==> config.mk <==
export PLATFORM = sky130hd
export DESIGN_NAME = nibble_serial_adder_ctrl
export DESIGN_NICKNAME = d
export VERILOG_FILES = /design/src/rtl/nibble_serial_adder_ctrl.sv
export SDC_FILE = /design/constraint.sdc
export NUM_CORES = 1
export LEC_CHECK = 0
export CORE_UTILIZATION = 51
export CTS_CLUSTER_SIZE = 40
export DETAILED_ROUTE_END_ITERATION = 8
export GPL_TIMING_DRIVEN = 0
export PLACE_DENSITY = 0.78
export SLEW_MARGIN = 10
export SYNTH_ARGS = -nofsm -noshare
export SYNTH_HDL_FRONTEND = slang
export SYNTH_SLANG_ARGS = --single-unit
export TNS_END_PERCENT = 50
==> constraint.sdc <==
create_clock -name clk -period 3.5 [get_ports clk]
set_input_delay 0.35 -clock clk [delete_from_list [all_inputs] [get_ports clk]]
set_output_delay 0.35 -clock clk [all_outputs]
set_load 0.01 [all_outputs]
==> src/rtl/nibble_serial_adder_ctrl.sv <==
// rtl/nibble_serial_adder_ctrl.sv - 16-bit add/subtract, one nibble per cycle through a 4-bit CLA slice
module nibble_serial_adder_ctrl (
  input  logic        clk,
  input  logic        rst,
  input  logic        start,
  input  logic        sub,
  input  logic [15:0] a,
  input  logic [15:0] b,
  output logic        ready,
  output logic        done,
  output logic [15:0] sum,
  output logic        c_out,
  output logic        ovf
);

  typedef enum logic [1:0] {
    IDLE = 2'd0,
    RUN  = 2'd1,
    DONE = 2'd2
  } state_t;

  state_t      state;
  logic [1:0]  idx;
  logic        carry;
  logic [15:0] a_lat;
  logic [15:0] b_lat;
  logic [15:0] partial;

  logic [3:0]  nib_a;
  logic [3:0]  nib_b;
  logic [3:0]  gen;
  logic [3:0]  prop;
  logic [4:0]  cla_c;
  logic [3:0]  nib_sum;
  logic [15:0] full_result;

  // Select the operand nibbles addressed by the current index
  always_comb begin
    nib_a = 4'h0;
    nib_b = 4'h0;
    case (idx)
      2'd0: begin nib_a = a_lat[3:0];   nib_b = b_lat[3:0];   end
      2'd1: begin nib_a = a_lat[7:4];   nib_b = b_lat[7:4];   end
      2'd2: begin nib_a = a_lat[11:8];  nib_b = b_lat[11:8];  end
      default: begin nib_a = a_lat[15:12]; nib_b = b_lat[15:12]; end
    endcase
  end

  // 4-bit carry-lookahead slice; carry-in comes only from the carry register
  always_comb begin
    gen      = nib_a & nib_b;
    prop     = nib_a ^ nib_b;
    cla_c[0] = carry;
    cla_c[1] = gen[0] | (prop[0] & cla_c[0]);
    cla_c[2] = gen[1] | (prop[1] & gen[0]) | (prop[1] & prop[0] & cla_c[0]);
    cla_c[3] = gen[2] | (prop[2] & gen[1]) | (prop[2] & prop[1] & gen[0])
             | (prop[2] & prop[1] & prop[0] & cla_c[0]);
    cla_c[4] = gen[3] | (prop[3] & gen[2]) | (prop[3] & prop[2] & gen[1])
             | (prop[3] & prop[2] & prop[1] & gen[0])
             | (prop[3] & prop[2] & prop[1] & prop[0] & cla_c[0]);
    nib_sum  = prop ^ cla_c[3:0];
    // Only meaningful on the last nibble: top nibble is still in flight
    full_result = {nib_sum, partial[11:0]};
  end

  // Controller FSM with registered handshake and result outputs
  always_ff @(posedge clk) begin
    if (rst) begin
      state   <= IDLE;
      idx     <= 2'd0;
      carry   <= 1'b0;
      a_lat   <= 16'h0000;
      b_lat   <= 16'h0000;
      partial <= 16'h0000;
      sum     <= 16'h0000;
      c_out   <= 1'b0;
      ovf     <= 1'b0;
      done    <= 1'b0;
      ready   <= 1'b1;
    end else begin
      case (state)
        IDLE: begin
          done <= 1'b0;
          if (start) begin
            // Subtraction is A + ~B + 1: invert B here, inject the +1 as carry-in
            a_lat <= a;
            b_lat <= b ^ {16{sub}};
            carry <= sub;
            idx   <= 2'd0;
            ready <= 1'b0;
            state <= RUN;
          end
        end
        RUN: begin
          case (idx)
            2'd0: partial[3:0]   <= nib_sum;
            2'd1: partial[7:4]   <= nib_sum;
            2'd2: partial[11:8]  <= nib_sum;
            default: partial[15:12] <= nib_sum;
          endcase
          carry <= cla_c[4];
          idx   <= idx + 2'd1;
          if (idx == 2'd3) begin
            sum   <= full_result;
            c_out <= cla_c[4];
            ovf   <= (a_lat[15] == b_lat[15]) && (full_result[15] != a_lat[15]);
            done  <= 1'b1;
            state <= DONE;
          end
        end
        DONE: begin
          done  <= 1'b0;
          ready <= 1'b1;
          state <= IDLE;
        end
        default: begin
          done  <= 1'b0;
          ready <= 1'b1;
          state <= IDLE;
        end
      endcase
    end
  end

endmodule

==> flow_summary.toml <==
[timing]
slew_headroom_pct = 55.6
fin_setup_tns_ns = 0
fmaxAchievable_mhz = 303
fin_skew_ns = 0.00729
fin_crit_sh_pct = 94.2
slew_viol_final = 0
tightestPinTransition_ns = 0.660
setup_viol = 0
hold_viol = 0
rsz0062_at_grt = "false"
holdWs_ns = 0.438
finalCriticalPeriod_ns = 3.30

[critical_path]
crit_top_cell = "a211o_1"
worstReg2RegStart = "idx[0]"
critPathMaxStageDelay_ns = 0.49
r2r_slack_ns = 0.20
critPathCaptureType = "flop"
start_kind = "flop"
crit_type = "reg2reg"
worstPathRequired_ns = 3.78
path_cells = "inv_1 > ha_1 > clkbuf_1 > a222oi_1 > mux2i_1 > ha_1 > a211o_1 > a211o_1 > a211o_1 > a311oi_2"
arrival_ns = 3.57
cp-startpoint = "idx[0]"
crit_fanout = 10
cpMaxStageDelayCell = "a222oi_1"

[placed_design]
port-buffer-count = 53
hpwlAfterDp_um = 4850
gp_congestion = 0.816
post_dp_cell_area_mm2 = 0.00358

[floorplan]
core_mm2 = 0.00554
die_y_um = 78.2
start_util_pct = 53.4
dieArea_mm2 = 0.00611
die_w_um = 78.2
ios = 56
row_count = 27

[final_layout]
fill_cells = 476
antenna_cells = 0
area_delta_synth_final_pct = 26.5
nNetsFinal = 461
final_area_mm2 = 0.00374
final_util_pct = 67.6
drive_gt1_share_pct = 5.94

[drt]
first_pass_iters = 5
ant_nets = 0
drc = 0
num_vias = 2644
routed_via_density = 5.36
wl_um = 6760
drt_iter0_markers = 192
wl_per_cell_um = 13.7

[run_status]
status = "complete, no violations"

[synthesis]
synth.avg_cell_area_um2 = 8.41
ys.flop_type = "dfxtp_1"
yosys.area_share.adder_pct = 4.06
synth_enable_flop_cells = 0
synthesis.nets = 397
synthTopCellsByArea = "dfxtp_1 (47%), nand2_1 (9.8%), a21oi_1 (7.6%)"
synthTopCellsByCount = "nand2_1 (77), dfxtp_1 (69), a21oi_1 (45)"
synth.largest_area_cell = "dfxtp_1"
synthMuxAreaShare_pct = 2.71
synth-seq-cells = 69
synth-simple-area-share_pct = 17.5
syn_area_mm2 = 0.00296
ys.warnings.count = 0
synth_top_area_share_pct = 46.7
yosysMostFrequentCell = "nand2_1"
synth_cell_types = 30
async_flop_share_pct = 0
synth_compound_area_share_pct = 19.2
synth_top_family_by_area = "compound AO/OA/AOI/OAI gates"
syn_inst = 352
yosysSeqAreaShare_pct = 46.7
yosys.area_share.xor_xnor_pct = 5.03

[clocking]
cts_buffer_depth = 2
clock_latency_ns = 0.36
ctsHoldBuffers = 0
cts-root-buf = "clkbuf_8"
numClockSinks = 69
cts_buffers = 9
clkTransAtPathRegs_ns = 0.07
cts_tree = "yes"
cts.htree.levels = 3

[pwr]
total_power_mw = 1.65
ir_worst_vdd_v = 0.000243
p_leak_nw = 1.32
p_per_area_mw_per_mm2 = 440

[global_route]
grt_pass1_vias = 2403
grt_start_max_net_pins = 12
antenna_found_initial = 0
grt_pass1_wl_um = 11000
overflow = 0
grt_usage_pct = 23.7

[run]
drv_cap = 0

[worst_hold_path]
hold_path.class = "in2reg"
min_from = "sub"
layer usage:
metal	GRT usage [%]	wire (um)	vias up
li1	-	-	1325
met1	27.7	2910	1218
met2	40.4	3380	82
met3	5.58	329	19
met4	11.7	144	0
met5	0	0	-
worst max-delay path, delay by kind of cell (launching register included):
kind                     cells  cell delay [ns]
flip-flops                   1             0.37
buffers and inverters        2             0.34
multiplexers                 1             0.20
AO/OA/AOI/OAI                5             1.76
adder cells (fa/ha/maj)      2             0.55
where the power goes:
part           internal [mW]  switching (mW)  leakage [nW]
sequential             0.823          0.0214         0.564
clock                  0.249           0.298        0.0894
combinational          0.113           0.141         0.668
kinds of logic (layout without fill, tap and decap cells):
logic type,Yosys count,after routing
AND/OR/NAND/NOR,126,126
AO/OA/AOI/OAI,86,86
flip-flops,69,69
buffers and inverters,37,106
XOR/XNOR,17,17
adder cells (fa/ha/maj),9,9
multiplexers,8,8
repair_timing:
action	CTS	global route
resized for setup	0	1
setup buffers	0	0
hold endpoints to repair	0	0
setup endpoints to repair	0	1
metrics by stage:
| stage | setup slack [ns] | std cells |
|---|---|---|
| 2_1_floorplan | 0.692 | 352 |
| 3_3_place_gp | 0.395 | 477 |
| 3_5_place_dp | 0.330 | 477 |
| 4_1_cts | 0.286 | 493 |
| 5_1_grt | 0.116 | 493 |
| 6_report | 0.205 | 493 |
area by class of cell:
type,count,area [um2],area share (%)
sequential,69,1380,36.9
buffer,25,98.8,2.64
timing repair buffer,53,531,14.2
clock buffer,10,128,3.41
clock inverter,6,30.0,0.802
multi-input combinational,246,1440,38.5
inverter,12,45.0,1.20
tap,72,90.1,2.41
sequential cells by signal (all words and copies together) (netlist names):
signal / count
state: 2
ovf: 1
carry: 1
sum: 16
c_out: 1
done: 1
b_lat: 16
a_lat: 16
partial: 12
ready: 1
idx: 2
placed cells by master (no fill, tap or decap), types with 2 or more instances in the layout:
cell and instances:
ha_1 8, and2_1 4, o21ai_0 2, nand2b_1 2, clkbuf_8 9, clkdlybuf4s50_1 53, nand2_1 77, inv_1 12
nor2_1 28, a211o_1 4, mux2i_1 8, nor3_1 2, clkinv_2 6, nand3_1 9, a21oi_1 45, xnor2_1 17
buf_2 4, a211oi_1 20, dfxtp_1 69, a222oi_1 8, clkbuf_1 22
worst paths after layout:
path | end | cells after the start
worst max-delay path | ovf | 10
worst min-delay path | b_lat[4] | 3
worst max register to register | ovf | 10
worst min register to register | sum[8] | 2
Note: power is estimated with default switching activity, not from simulation.
